[config.mk]
export PLATFORM = sky130hd
export DESIGN_NAME = cla_addsub_pipe_flat
export DESIGN_NICKNAME = d
export VERILOG_FILES = /design/src/rtl/cla_pkg.sv /design/src/rtl/cla_addsub_pipe_if.sv /design/src/rtl/cla_group.sv /design/src/rtl/cla_addsub_pipe.sv /design/src/flat_wrapper.sv
export SDC_FILE = /design/constraint.sdc
export NUM_CORES = 1
export LEC_CHECK = 0
export CELL_PAD_IN_SITES_DETAIL_PLACEMENT = 1
export CELL_PAD_IN_SITES_GLOBAL_PLACEMENT = 2
export CORE_MARGIN = 2
export CORE_UTILIZATION = 27
export DETAILED_ROUTE_END_ITERATION = 16
export PLACE_DENSITY = 0.8
export REMOVE_ABC_BUFFERS = 1
export SLEW_MARGIN = 20
export SYNTH_ARGS = -nofsm -noshare
export SYNTH_HDL_FRONTEND = slang
export SYNTH_SLANG_ARGS = --single-unit
export TNS_END_PERCENT = 5
[constraint.sdc]
create_clock -name clk -period 2.2 [get_ports clk]
set_input_delay 0.55 -clock clk [delete_from_list [all_inputs] [get_ports clk]]
set_output_delay 0.55 -clock clk [all_outputs]
set_load 0.02 [all_outputs]
[src/rtl/cla_pkg.sv]
// cla_pkg: shared constants and helpers for the pipelined CLA adder/subtractor.
package cla_pkg;
  localparam logic MODE_ADD = 1'b0;
  localparam logic MODE_SUB = 1'b1;
  function automatic int ngroups(input int width, input int group);
    return width / group;
  endfunction
endpackage

[src/rtl/cla_addsub_pipe_if.sv]
// cla_addsub_pipe_if: operand/result handshake bundle for cla_addsub_pipe.
// Optional: CLA_OVERFLOW_FLAG_EN adds the signed-overflow flag ovf.
interface cla_addsub_pipe_if #(parameter int WIDTH = 8);
  logic in_valid, in_ready, cin, sub, out_valid, out_ready, cout;
  logic [WIDTH-1:0] a, b, sum;
`ifdef CLA_OVERFLOW_FLAG_EN
  logic ovf;
  modport master(output in_valid, a, b, cin, sub, out_ready, input in_ready, out_valid, sum, cout, ovf);
  modport slave(input in_valid, a, b, cin, sub, out_ready, output in_ready, out_valid, sum, cout, ovf);
`else
  modport master(output in_valid, a, b, cin, sub, out_ready, input in_ready, out_valid, sum, cout);
  modport slave(input in_valid, a, b, cin, sub, out_ready, output in_ready, out_valid, sum, cout);
`endif
endinterface

[src/rtl/cla_group.sv]
// cla_group: GROUP-bit lookahead cell producing group propagate/generate and sum bits.
module cla_group #(
  parameter int GROUP = 4
) (
  input  logic [GROUP-1:0] p,
  input  logic [GROUP-1:0] g,
  input  logic             cin,
  output logic             gp,
  output logic             gg,
  output logic [GROUP-1:0] sum
);
  logic [GROUP-1:0] c;
  always_comb begin
    c = '0;
    c[0] = cin;
    gp = 1'b1;
    gg = 1'b0;
    for (int i = 0; i < GROUP; i++) begin
      if (i < GROUP - 1) c[i+1] = g[i] | (p[i] & c[i]);
      gg = g[i] | (p[i] & gg);
      gp = gp & p[i];
    end
  end
  assign sum = p ^ c;
endmodule

[src/rtl/cla_addsub_pipe.sv]
// cla_addsub_pipe: two-stage pipelined carry-lookahead adder/subtractor, global-stall handshake.
// Optional: define CLA_OVERFLOW_FLAG_EN to add the registered signed-overflow output ovf.
module cla_addsub_pipe
  import cla_pkg::*;
#(
  parameter int WIDTH = 8,
  parameter int GROUP = 4
) (
  input logic clk,
  input logic rst_n,
  cla_addsub_pipe_if.slave bus
);
  localparam int NG = ngroups(WIDTH, GROUP);
  typedef struct packed {
    logic [WIDTH-1:0] p;
    logic [WIDTH-1:0] g;
    logic [NG-1:0]    gp;
    logic [NG-1:0]    gg;
    logic             c0;
  } s1_t;
  if (GROUP < 2 || GROUP > 8 || WIDTH < GROUP || WIDTH % GROUP != 0) begin : g_bad_params
    $error("cla_addsub_pipe: WIDTH must be a positive multiple of GROUP, 2 <= GROUP <= 8");
  end
  s1_t s1_d, s1;
  logic s1_v, advance, out_valid, cout;
  logic [WIDTH-1:0] b_eff, p_d, g_d, sum, sum_d, unused_s1_sum;
  logic [NG-1:0] gp_d, gg_d, unused_gp, unused_gg;
  logic [NG:0] gc;
  assign advance = !out_valid || bus.out_ready;
  assign bus.in_ready = advance;
  assign bus.out_valid = out_valid;
  assign bus.sum = sum;
  assign bus.cout = cout;
  // subtract is a + ~b + 1, so the +1 rides in as the carry-in
  assign b_eff = bus.sub == MODE_SUB ? ~bus.b : bus.b;
  assign p_d = bus.a ^ b_eff;
  assign g_d = bus.a & b_eff;
  assign s1_d = '{p: p_d, g: g_d, gp: gp_d, gg: gg_d, c0: bus.sub == MODE_ADD ? bus.cin : 1'b1};
  always_comb begin
    gc = '0;
    gc[0] = s1.c0;
    for (int i = 0; i < NG; i++) gc[i+1] = s1.gg[i] | (s1.gp[i] & gc[i]);
  end
  for (genvar k = 0; k < NG; k++) begin : g_grp
    cla_group #(.GROUP(GROUP)) u_s1 (
      .p(p_d[k*GROUP +: GROUP]), .g(g_d[k*GROUP +: GROUP]), .cin(1'b0),
      .gp(gp_d[k]), .gg(gg_d[k]), .sum(unused_s1_sum[k*GROUP +: GROUP])
    );
    cla_group #(.GROUP(GROUP)) u_s2 (
      .p(s1.p[k*GROUP +: GROUP]), .g(s1.g[k*GROUP +: GROUP]), .cin(gc[k]),
      .gp(unused_gp[k]), .gg(unused_gg[k]), .sum(sum_d[k*GROUP +: GROUP])
    );
  end
  always_ff @(posedge clk or negedge rst_n) begin
    if (!rst_n) begin
      s1_v <= 1'b0;
      s1 <= '0;
      out_valid <= 1'b0;
      sum <= '0;
      cout <= 1'b0;
    end else if (advance) begin
      s1_v <= bus.in_valid;
      s1 <= s1_d;
      out_valid <= s1_v;
      sum <= sum_d;
      cout <= gc[NG];
    end
  end
`ifdef CLA_OVERFLOW_FLAG_EN
  // carry into the MSB is recovered from its sum bit: c = p ^ s
  logic ovf;
  assign bus.ovf = ovf;
  always_ff @(posedge clk or negedge rst_n) begin
    if (!rst_n) ovf <= 1'b0;
    else if (advance) ovf <= gc[NG] ^ s1.p[WIDTH-1] ^ sum_d[WIDTH-1];
  end
`endif
endmodule

[src/flat_wrapper.sv]
// flat-port wrapper written by rule: the top's interface ports become plain ports
module cla_addsub_pipe_flat import cla_pkg::*;
#(
  parameter int WIDTH = 8,
  parameter int GROUP = 4
)
  (clk, rst_n, bus_in_valid, bus_a, bus_b, bus_cin, bus_sub, bus_out_ready, bus_in_ready, bus_out_valid, bus_sum, bus_cout);
  cla_addsub_pipe_if #(.WIDTH(WIDTH)) bus_i ();
  input logic clk;
  input logic rst_n;
  input wire logic [$bits(bus_i.in_valid)-1:0] bus_in_valid;
  input wire logic [$bits(bus_i.a)-1:0] bus_a;
  input wire logic [$bits(bus_i.b)-1:0] bus_b;
  input wire logic [$bits(bus_i.cin)-1:0] bus_cin;
  input wire logic [$bits(bus_i.sub)-1:0] bus_sub;
  input wire logic [$bits(bus_i.out_ready)-1:0] bus_out_ready;
  output wire logic [$bits(bus_i.in_ready)-1:0] bus_in_ready;
  output wire logic [$bits(bus_i.out_valid)-1:0] bus_out_valid;
  output wire logic [$bits(bus_i.sum)-1:0] bus_sum;
  output wire logic [$bits(bus_i.cout)-1:0] bus_cout;
  assign bus_i.in_valid = bus_in_valid;
  assign bus_i.a = bus_a;
  assign bus_i.b = bus_b;
  assign bus_i.cin = bus_cin;
  assign bus_i.sub = bus_sub;
  assign bus_i.out_ready = bus_out_ready;
  assign bus_in_ready = bus_i.in_ready;
  assign bus_out_valid = bus_i.out_valid;
  assign bus_sum = bus_i.sum;
  assign bus_cout = bus_i.cout;
  cla_addsub_pipe #(.WIDTH(WIDTH), .GROUP(GROUP)) u_core (.clk(clk), .rst_n(rst_n), .bus(bus_i));
endmodule
==> metrics.md, run 1 <==
| Metric | Value |
|---|---|
| Period minus WS final | 2.113 ns |
| Clk_lat worst skew | 0.27 ns |
| Crit path cell chain | a21o_1 -> ha_1 -> or2_2 -> ha_2 -> or2_4 -> ha_4 -> nor2_2 -> xor2_1 -> o21ai_1 |
| Dpl hpwl | 2347 um |
| Status | finished clean |
| Initial core utilization | 27.69% |
| Fin cells | 276 |
| Setup violators final | 0 |
| I/O pins | 33 |
| Die Width | 78.91 um |
| Fillers | 651 |
| Ratio of cells with drive above 1 in the final layout | 14.71% |
| GPL Wtd Cong | 0.7320 |
| Lkg Pwr | 1.022 nW |
| RSZ-0062 raised after global routing | false |
| GRT Residual Overflow | 0 |
| GR Util All Layers | 11.70% |
| Max_cap viols | 0 |
| Adder-cell share of the synthesized area | 11.56% |
| Total die area | 6227 um2 |
| First-pass detailed-route iteration total | 4 |
| Worst min path class | reg -> reg |
| WP data arrival | 2.26 ns |
| Metal-1 WL | 1513 um |
| Critical Path Start Type | register |
| Yosys warns | 0 |
| Max-slew violations | 0 |
| Synth top area share | 49.55% |
| Max H-tree Level | 2 |
| Met3 WL post-DR | 85 um |
| Remaining DRCs | 0 |
| Fin nets | 239 |
| Top Metal Used | met4 |
| Ranking of synthesized cells by area | dfrtp_1 (50%), nand2_1 (17%), ha_1 (12%), xor2_1 (5.8%), buf_6 (3.0%) |
| Synth Area in Simple Gates | 22.63% |
| Number of enable flip-flop cells after synthesis | 0 |
| Final core occ | 37.93% |
| Synth unique cells | 19 |
| Worst-case clock buffer depth | 2 |
| Slew headroom | 74.99% |
| Rows | 27 |
| Root Driver | clkbuf_8 |
| Power Density | 926.2 nW/um2 |
| Worst Path Required | 2.35 ns |
| Dpl cells | 265 |
| Reg clk slew, reported paths | 0.07 ns |
| Final worst-path cycle share | 96.05% |
| Synth Area per Inst | 9.470 um2 |
| Synth-to-Final Area Change | 36.99% |
| Max VDD drop | 0.2825 mV |
| Synth Flop Type | dfrtp_1 |
| Final TNS setup | 0 ns |
| Diodes inserted | 0 |
| Via count | 1169 |
| Worst r2r src | u_core.s1[3]$_DFFE_PN0P_ |
| Met2 wire length | 1600 um |
| Sequential share of the synthesized area | 49.55% |
| First-pass GRT wire length | 5685 um |
| Synth Area in XOR/XNOR | 5.780% |
| Main combinational cell family by area after synthesis | simple AND/OR/NAND/NOR gates |
| Maximum clock frequency | 473.2 MHz |
| CTS Sinks | 30 |
| Compound-Gate Fraction of Synth Area | 5.615% |
| Slew @ Worst Pin | 0.3751 ns |
| Num CTS Buffers | 5 |
| Synth area leader | dfrtp_1 |
| Die Y | 78.91 um |
| Commonest non-fill, non-tap cell in the layout | nand2_1 |
| Cell Area, Synth | 1515 um2 |
| Critical path launch point | u_core.s1[3]$_DFFE_PN0P_ |
| Multiplexer share of the synthesized area | 0% |
| Crit end category | register |
| Worst-path maximum fanout | 2 |
| Final hold vios | 0 |
| Vias in the first global route | 1220 |
| Post-route ant nets | 0 |
| Yosys reg bits | 30 |
| Initial antenna violation count | 0 |
| Final clock skew | 0.005364 ns |
| Ys async rst share | 100.0% |
| Core Area | 5473 um2 |
| Hold path startpoint | u_core.s1[5]$_DFFE_PN0P_ |
| Most frequent cells in the layout | nand2_1 (70), clkdlybuf4s50_1 (31), dfrtp_1 (30) |
| WL/cell | 11.78 um |
| Crit Path Category | reg -> reg |
| CP max-delay cell | dfrtp_1 |
| Post-Route WL | 3252 um |
| CTS tree | yes |
| Gate Count Post-Synth | 160 |
| Slowest stage delay, CP | 0.39 ns |
| Largest net degree at the start of global routing | 35 |
| Number of port buffers | 32 |
| Via density | 4.236 |
| Detailed Route Iter0 Violations | 69 |
-- worst paths after layout --
kind                                                 endpoint  slack (ns)  depth (start not counted)
worst min register to register       u_core.s1[5]$_DFFE_PN0P_        0.46                          2
worst max-delay path            u_core.bus.sum[7]$_DFFE_PN0P_        0.09                          9
worst max register to register  u_core.bus.sum[7]$_DFFE_PN0P_        0.09                          9
worst min-delay path                 u_core.s1[5]$_DFFE_PN0P_        0.46                          2
max in group asynchronous           u_core.s1[14]$_DFFE_PN0P_        1.26                          2
min in group asynchronous       u_core.bus.sum[3]$_DFFE_PN0P_        0.66                          2
-- sequential cells by signal (all words and copies together) (netlist names) --
register,flops
u_core.bus.out_valid,1
u_core.bus.cout,1
u_core.s1_v,1
u_core.gc,1
u_core.s1,18
u_core.bus.sum,8
-- worst max-delay path: cells and delay by family (launching register included) --
kind | cells | cell delay, ns
XOR/XNOR | 1 | 0.16
flip-flops | 1 | 0.39
adder cells (fa/ha/maj) | 3 | 0.53
AND/OR/NAND/NOR | 3 | 0.64
AO/OA/AOI/OAI | 2 | 0.28
-- power breakdown --
part           leakage (nW)  switching (W)  internal [W]
Combinational         0.597       0.000323      0.000319
Clock                0.0579       0.000197      0.000333
Sequential            0.367      0.0000701      0.000681
Total                  1.02       0.000590       0.00133
-- cell type report --
| cell class | instances | area [um2] | share of cell area, % |
|---|---|---|---|
| clock buffers | 5 | 68.82 | 3.315 |
| clock inverters | 3 | 40.04 | 1.929 |
| inverters | 1 | 8.758 | 0.4219 |
| multi-input cells | 122 | 715.7 | 34.48 |
| flip-flops and latches | 30 | 750.7 | 36.17 |
| well taps | 72 | 90.09 | 4.340 |
| repair buffers | 43 | 401.6 | 19.35 |
-- cell usage after synthesis, types with 2 or more instances --
cell      number
o211ai_1       2
ha_1          14
nor2_1         6
a21oi_1        3
dfrtp_1       30
or2_2          4
buf_6          4
nand4_1        2
o21ai_0        3
o21ai_1        3
a211o_1        2
buf_4          2
nand2_1       70
xor2_1        10
-- logic make-up (layout without fill, tap and decap cells) --
logic type | Yosys count | count (layout)
XOR/XNOR | 10 | 10
flip-flops | 30 | 30
adder cells (fa/ha/maj) | 14 | 14
AND/OR/NAND/NOR | 84 | 84
buffers and inverters | 8 | 52
AO/OA/AOI/OAI | 14 | 14
-- repair_timing --
| item | in CTS | in global routing |
|---|---|---|
| setup buffers | 0 | 3 |
| pin swaps | 2 | 5 |
| setup endpoints to repair | 2 | 2 |
| hold buffers | 0 | 0 |
| resized for setup | 1 | 8 |
-- per-layer routing --
layer	track usage (%)	vias to the layer above
li1	-	596
met1	15.13	552
met2	18.89	17
met3	2.500	4
met4	5.172	0
met5	0	-
-- metrics by stage --
step	cell area (um2)	setup WS, ns	power [W]	hold WS, ns
after CTS	2028	-0.05177	0.001927	0.4630
after global routing	2076	0.0008145	0.002061	0.4799
after floorplan	1450	0.05804	0.001078	0.2544
after global placement	1921	-0.1133	0.001369	0.4407
final	2076	0.08687	0.001923	0.4584
after detailed placement	1921	-0.1108	0.001380	0.4480
Power figures use the tool's default switching activity.
==> run 2, diff against run 1 <==
--- a/config.mk
+++ b/config.mk
@@ -5,6 +5,7 @@
 export SDC_FILE = /design/constraint.sdc
 export NUM_CORES = 1
 export LEC_CHECK = 0
+export CAP_MARGIN = 0
 export CELL_PAD_IN_SITES_DETAIL_PLACEMENT = 1
 export CELL_PAD_IN_SITES_GLOBAL_PLACEMENT = 2
 export CORE_MARGIN = 2
==> results of run 2 <==
Final layout, timing and power as in run 1 (identical DEF).
